$ cat src/rtl/mr_rf_scoreboard.sv
// Integer register file with a per-register pending-write scoreboard.
// Feeds decode with operands and RAW hazard flags and takes writeback results.
module mr_rf_scoreboard #(
    parameter int XLEN      = 32,
    parameter int NREGS     = 32,
    parameter int RD_PORTS  = 2,
    parameter int PEND_BITS = 2,
    parameter int BYPASS    = 1,
    localparam int RSEL     = $clog2(NREGS)
) (
    input  logic                     clk,
    input  logic                     rst,
    input  logic [RD_PORTS*RSEL-1:0] rd_sel,
    input  logic [RD_PORTS-1:0]      rd_use,
    output logic [RD_PORTS*XLEN-1:0] rd_data,
    output logic [RD_PORTS-1:0]      rd_hazard,
    output logic                     hazard,
    input  logic                     issue_valid,
    input  logic [RSEL-1:0]          issue_dst,
    output logic                     issue_ready,
    input  logic                     wb_valid,
    input  logic [RSEL-1:0]          wb_reg,
    input  logic [XLEN-1:0]          wb_val,
    output logic                     busy,
    output logic                     err
);

    localparam logic [PEND_BITS-1:0] PEND_MAX = '1;

    logic [XLEN-1:0]      regs [1:NREGS-1];
    logic [PEND_BITS-1:0] pend [1:NREGS-1];
    logic                 fire;
    logic                 wb_live;
    logic                 underflow;
    logic                 sat_fire;

    // Reg 0 has no storage; these accessors return zero for it.
    function automatic logic [PEND_BITS-1:0] pend_of(input logic [RSEL-1:0] r);
        return (r == '0) ? '0 : pend[r];
    endfunction

    function automatic logic [XLEN-1:0] reg_of(input logic [RSEL-1:0] r);
        return (r == '0) ? '0 : regs[r];
    endfunction

    assign wb_live     = wb_valid && (wb_reg != '0);
    assign issue_ready = !rst && ((issue_dst == '0) || (pend_of(issue_dst) != PEND_MAX));
    assign fire        = issue_valid && issue_ready;
    assign underflow   = wb_live && (pend_of(wb_reg) == '0) && !(fire && (issue_dst == wb_reg));
    assign sat_fire    = fire && (issue_dst != '0) && (pend_of(issue_dst) == PEND_MAX);

    always_comb begin
        logic [RSEL-1:0]      sel;
        logic [PEND_BITS-1:0] pcnt;
        logic                 fwd;
        sel       = '0;
        pcnt      = '0;
        fwd       = 1'b0;
        rd_data   = '0;
        rd_hazard = '0;
        for (int p = 0; p < RD_PORTS; p++) begin
            sel  = rd_sel[p*RSEL +: RSEL];
            fwd  = (BYPASS != 0) && wb_valid && (wb_reg == sel);
            pcnt = pend_of(sel);
            // A same-cycle writeback retires one outstanding write when forwarding.
            if (fwd && (pcnt != '0)) begin
                pcnt = pcnt - 1'b1;
            end
            if (sel != '0) begin
                rd_data[p*XLEN +: XLEN] = fwd ? wb_val : reg_of(sel);
                rd_hazard[p]            = (pcnt != '0);
            end
        end
    end

    assign hazard = |(rd_use & rd_hazard);

    always_comb begin
        busy = 1'b0;
        for (int r = 1; r < NREGS; r++) begin
            busy = busy | (pend[r] != '0);
        end
    end

    always_ff @(posedge clk or posedge rst) begin
        if (rst) begin
            for (int r = 1; r < NREGS; r++) begin
                regs[r] <= '0;
                pend[r] <= '0;
            end
            err <= 1'b0;
        end else begin
            for (int r = 1; r < NREGS; r++) begin
                if (wb_live && (wb_reg == RSEL'(r))) begin
                    regs[r] <= wb_val;
                end
                // Simultaneous reservation and retirement cancel out.
                case ({fire && (issue_dst == RSEL'(r)),
                       wb_valid && (wb_reg == RSEL'(r)) && (pend[r] != '0)})
                    2'b10:   pend[r] <= pend[r] + 1'b1;
                    2'b01:   pend[r] <= pend[r] - 1'b1;
                    default: ;
                endcase
            end
            if (underflow || sat_fire) begin
                err <= 1'b1;
            end
        end
    end

endmodule

$ cat config.mk
export PLATFORM = sky130hd
export DESIGN_NAME = mr_rf_scoreboard
export DESIGN_NICKNAME = d
export VERILOG_FILES = /design/src/rtl/mr_rf_scoreboard.sv
export SDC_FILE = /design/constraint.sdc
export NUM_CORES = 2
export LEC_CHECK = 0
export ABC_AREA = 0
export CAP_MARGIN = 40
export CORE_ASPECT_RATIO = 2
export CORE_MARGIN = 5
export CORE_UTILIZATION = 55
export CTS_CLUSTER_DIAMETER = 50
export DETAILED_ROUTE_END_ITERATION = 12
export PLACE_DENSITY = 0.72
export SETUP_SLACK_MARGIN = 0.5
export SLEW_MARGIN = 30
export SYNTH_ARGS = -nofsm -noshare
export SYNTH_HDL_FRONTEND = slang
export SYNTH_SLANG_ARGS = --single-unit
$ cat constraint.sdc
create_clock -name clk -period 46.7 [get_ports clk]
set_input_delay 7.005 -clock clk [delete_from_list [all_inputs] [get_ports clk]]
set_output_delay 7.005 -clock clk [all_outputs]
set_load 0.02 [all_outputs]
; ---- Word level (Yosys, flattened, before mapping)
; Cells that the tools add are included.
[op_classes]
n_bitwise = 35
eq_ne = 129
n_addsub = 64
mux = 63
order_cmp = 4
div = 0
mul = 0
shifts = 0
n_reduce_logical = 216
[op_table]
columns = operator, count
row1 = $bmux W32 S5, 2
row2 = $mux W32, 10
row3 = $eq A5 B5 Y1 const B, 32
row4 = $logic_and A1 B1 Y1, 136
row5 = $reduce_bool A2 Y1, 66
row6 = $pmux W2 S2, 31
row7 = $eq A5 B4 Y1 const B, 16
row8 = $sub A2 B1 Y2 const B, 33
row9 = $eq A2 B2 Y1 const B, 32
row10 = $add A2 B1 Y2 const B, 31
row11 = $eq A2 B1 Y1 const B, 31
row12 = $bmux W2 S5, 4
row13 = $eq A5 B3 Y1 const B, 8
row14 = $or A1 B1 Y1, 30
row15 = $mux W2, 14
row16 = $ge A6 B6 Y1 const B, 4
row17 = $not A5 Y6, 4
row18 = $eq A5 B2 Y1 const B, 4
row19 = $logic_not A5 Y1, 4
row20 = $reduce_bool A5 Y1, 4
row21 = $eq A5 B5 Y1, 3
row22 = $eq A5 B1 Y1 const B, 2
row23 = $and A2 B2 Y2, 1
row24 = $logic_not A1 Y1, 2
row25 = 5 further kinds, 7
[totals]
latchBits = 0
n_memories = 0
word_cells = 574
ramBits = 0
out_inout_bits = 70
in_bits = 58
reg_bits = 1055
mem_bits_ro = 0

; ---- Longest topological paths before layout
[logic_depth]
ltp_word = 31
mapped_depth = 14
ltp_nobuf = 10

; ---- Worst setup path before layout
; OpenSTA, ideal clock, no wires.
[synth_timing]
kind = in2out
from = input rd_sel[1]
to = output hazard
slack_ns = 30.058
path_stages = 10
t_arrival_ns = 9.637
required_time_ns = 39.695
cell_sequence = buf_4 mux4_2 a22o_1 a311oi_1 nand2b_1 ha_1 nand4b_1 nor3b_1 a311oi_1 a22o_1
[synth_via]
elab_chain_cells = 12
[synth_rtl]
columns = element, line
row1 = start: declaration, 13  ; input logic [RD_PORTS*RSEL-1:0] rd_sel,
row2 = "parallel branches: the longest is 9 deep, another holds $sub A2 B1 Y2", --
row3 = $mux W1 (*), 69  ; if (sel != '0) begin
row4 = net rd_hazard[0], 16  ; output logic [RD_PORTS-1:0] rd_hazard,
row5 = $and A2 B2 Y2 (*), 76  ; assign hazard = |(rd_use & rd_hazard);
row6 = $reduce_or A2 Y1 (*), 76
row7 = end: declaration, 17  ; output logic hazard,
; Mark *: on every way through the listed nets, which the timed path passes. The select of a mux whose other input is x is not followed.

; ---- Worst setup path after layout
[layout_timing]
from = input rd_sel[0]
to = output rd_data[9]
[layout_via]
elab_chain_cells = 7
[layout_rtl]
columns = element, line
row1 = $not A5 Y6 (implied by the code), 43  ; return (r == '0) ? '0 : regs[r];
row2 = $bmux W32 S5, 43
row3 = $mux W32 (implied by the code) (2 in series), 43
row4 = $mux W32, 43
row5 = $mux W32, 70  ; rd_data[p*XLEN +: XLEN] = fwd ? wb_val : reg_of(sel);
row6 = $mux W32 (*), 69
row7 = end: declaration, 15  ; output logic [RD_PORTS*XLEN-1:0] rd_data,
; Mark *: on every way between the ends. The rest lies on a longest branch, timed or not. The select of a mux whose other input is x is not followed.

==> summary.md <==
| Metric | Value |
|---|---|
| Status | `finished, final reports clean` |
| PD cells | `about 43 nW/um^2` |
| Setup TNS | `0 ps` |
| DRC viols | `0` |
| Reg power frac | `45.3%` |
| Ranking of synthesized cells by area | `dfrtp_1 45%, mux4_2 22%, mux2_2 17%` |
| Sequential-to-total area share from yosys stat | `44.6%` |
| Worst-path clk slew | `60 ps` |
| Iteration-0 DRC Markers | `3,656` |
| Hold_sp | `regs[45]$_DFFE_PP0P_` |
| RSZ-0062 raised after global routing | `false` |
| Fmax | `roughly 55 MHz` |
| Clock Path Buffers | `3` |
| Core region area | `107,000 um^2` |
| NetSw | `0.820 mW` |
| Slowest stage delay, CP | `760 ps` |
| Top_reg_cell synth | `dfrtp_1` |
| CP startpoint kind | `primary input` |
| DRT Pass-1 Iters | `6` |
| FF-to-FF setup slack | `43,770 ps` |
| IO Port Bufs | `127` |
| Total gr overflow | `0` |
| Critical Path RT | `39,690 ps` |
| Post-synth EDFFs | `0` |
| Syn Area/Cell | `14.9 um^2` |
| Slowest library cell on the worst path | `a2111oi_1` |
| Area growth from synthesis to layout | `11.0%` |
| Initial Utilization | `55.3%` |
| Chip Width | `242 um` |
| Routed WL | `188,000 um` |
| Tcrit/Tclk final | `39.2%` |
| Crit-path cells | `buf_8 > buf_4 > buf_16 > buf_4 > mux4_2 > mux2i_1 > a2111oi_1 > a21oi_1 > a21oi_1 > clkdlybuf4s50_1` |
| Crit-path max FO | `70` |
| Max_slew headroom | `34.4%` |
| RR Endpoint | `pend[29]$_DFFE_PP0P_` |
| Number of hold buffers added after CTS | `0` |
| Final Skew | `roughly 22 ps` |
| Endpoint class of the critical path | `output pin` |
| Switch share | `between 20% and 30%` |
| CTS resizes | `0` |
| Commonest cells after routing, fill and taps aside | `1,055 x dfrtp_1, 876 x mux2_2, 585 x mux4_2` |
| Vias | `38,904` |
| H-tree levels | `3` |
| Clock power share | `30.1%` |
| FF-to-FF Start | `pend[27]$_DFFE_PP0P_` |
| R2R depth | `10` |
| Setup Viol. Count Final | `0` |
| Most common cell after layout, fill and taps aside | `dfrtp_1` |
| Gr usage total | `32.8%` |
| Clk Latency, worst-skew pair | `a little over 700 ps` |
| Syn Nets | `4,054` |
| Worst Max-Slew Pin Slew | `about 1000 ps` |
| Worst Slack Setup Final | `28,390 ps` |
| Nets | `4,004` |
| Synth async-reset ratio | `100%` |
| CTS Buf Count | `between 90 and 100` |
| DIE AREA | `approximately 110,000 um^2` |
| Number of global-route vias before repair | `41,069` |
| Root Buffer Master | `clkbuf_16` |
| Maximum vdd ir drop | `roughly 0.03 mV` |
| Yosys cell types | `62` |
| Hold Vio Cnt, Final | `0` |
| Layout cells sized above 1 | `46.0%` |
| Worst hold path class | `flip-flop to flip-flop` |
| Row cnt | `170` |
| Internal power | `1.98 mW` |
| Final Max Slew Viols | `0` |
| Synth warnings | `0` |
| Leak pwr | `27.8 nW` |
| Max cap viols | `0` |
| Post-synthesis cell count | `3,963` |
| Initial antenna violation count | `7` |
| Routability Congestion | `0.981` |
| Vias per inst | `around 7.2` |
| CTS tree | `built` |
| Postcts setup bufs | `0` |
| Pre-CTS setup slack | `about 28,000 ps` |
| Die Y | `474 um` |
| Critical path arrival | `approximately 11,000 ps` |
| I/O pin total | `128` |
| First-pass GRT wire length | `about 280,000 um` |
| Seq cells post-synth | `1,055` |
| Combinational Power Share | `24.6%` |
| ANT nets after route | `0` |
| Top cell type's share of synthesized area | `44.6%` |
| Synth area leader | `dfrtp_1` |
| Clock tree sinks | `1,055` |
| Final Critical Period | `18,310 ps` |
| Largest net degree at the start of global routing | `roughly 170` |
| Filler cells | `7,930` |
| Final HPWL DP | `around 110,000 um` |
| Hold Path End | `regs[45]$_DFFE_PP0P_` |
| Worst Hold Depth | `1` |
| WL/cell | `between 30 and 40 um` |
| Synth Cell Area | `roughly 60,000 um^2` |
| Kind of critical path | `primary input to output pin` |
-- synthesized netlist by cell type, drive strengths merged (45+ instances only) --
library cell	number
a21oi	69
buf	211
clkbuf	213
dfrtp	1055
mux2	1064
mux2i	72
mux4	585
nand3	72
nor2	108
nor2b	45
o21ai	66
xnor2	68
-- power groups by stage --
stage | clock, mW | combinational, mW | sequential, mW
global placement | 0 | 0.662 | 1.26
global route | 0.885 | 0.734 | 1.29
CTS | 0.852 | 0.687 | 1.26
detailed placement | 0 | 0.684 | 1.28
finish | 0.842 | 0.690 | 1.27
floorplan | 0 | 0.527 | 1.22
-- routing by layer --
metal	up-vias	part of all wire [%]	global-route usage, %
met3	609	7.9	5.74
met2	2043	49	53.9
met1	21015	36	41.8
met5	-	0.013	0
li1	15233	-	-
met4	4	6.4	18.1
-- state kept, by name, summed over array words and instances (netlist names) --
name,flops
regs,992
pend,62
err,1
-- how the worst max path moves through the flow --
stage / startpoint / endpoint / depth (start not counted)
global route: rd_sel[0] / rd_data[16] / 10
finish: rd_sel[0] / rd_data[9] / 10
CTS: rd_sel[0] / rd_data[11] / 9
floorplan: rst / err$_DFFE_PP0P_ / 1
global placement: rd_sel[0] / rd_data[9] / 9
detailed placement: rd_sel[0] / rd_data[11] / 9
-- worst max-delay path, delay by kind of cell --
kind	cells	cell delay, ps
AOI/OAI and AO/OA	3	1110
muxes	2	440
buffers and inverters	5	2630
-- metrics by stage --
| stage | instances | utilization [%] | hold slack (ps) | cell area (um^2) | power [mW] |
|---|---|---|---|---|---|
| floorplan | 3963 | - | 470 | 59100 | 1.75 |
| global placement | 5137 | 57.2 | 480 | 61200 | 1.92 |
| detailed placement | 5180 | 58.0 | 492 | 62100 | 1.96 |
| CTS | 5357 | 61.1 | 506 | 65400 | 2.80 |
| global route | 5368 | 61.4 | 523 | 65600 | 2.91 |
| finish | 5373 | 61.4 | 505 | 65700 | 2.80 |
-- cell type report --
| class | instances | area [um^2] | area share [%] |
|---|---|---|---|
| antenna | 6 | 15.0 | 0.0229 |
| clock buffer | 136 | 2790 | 4.24 |
| clock inverter | 41 | 518 | 0.789 |
| inverter | 4 | 27.5 | 0.0419 |
| multi-input combinational | 2480 | 31100 | 47.3 |
| sequential | 1055 | 26400 | 40.2 |
| tap | 1376 | 1720 | 2.62 |
| timing repair buffer | 275 | 3120 | 4.76 |
-- kinds of logic (layout without fill, tap and decap cells) --
group,Yosys count,after routing,share of synthesized area [%]
and+or+nand+nor,349,349,2.93
other,0,6,0
xor gates and xnor gates,108,108,1.60
adders and majority gates,33,33,0.698
buffers and inverters,428,456,3.25
AOI/OAI and AO/OA,269,269,3.12
muxes,1721,1721,43.8
DFF,1055,1055,44.6
(Power assumes the default switching activity.)
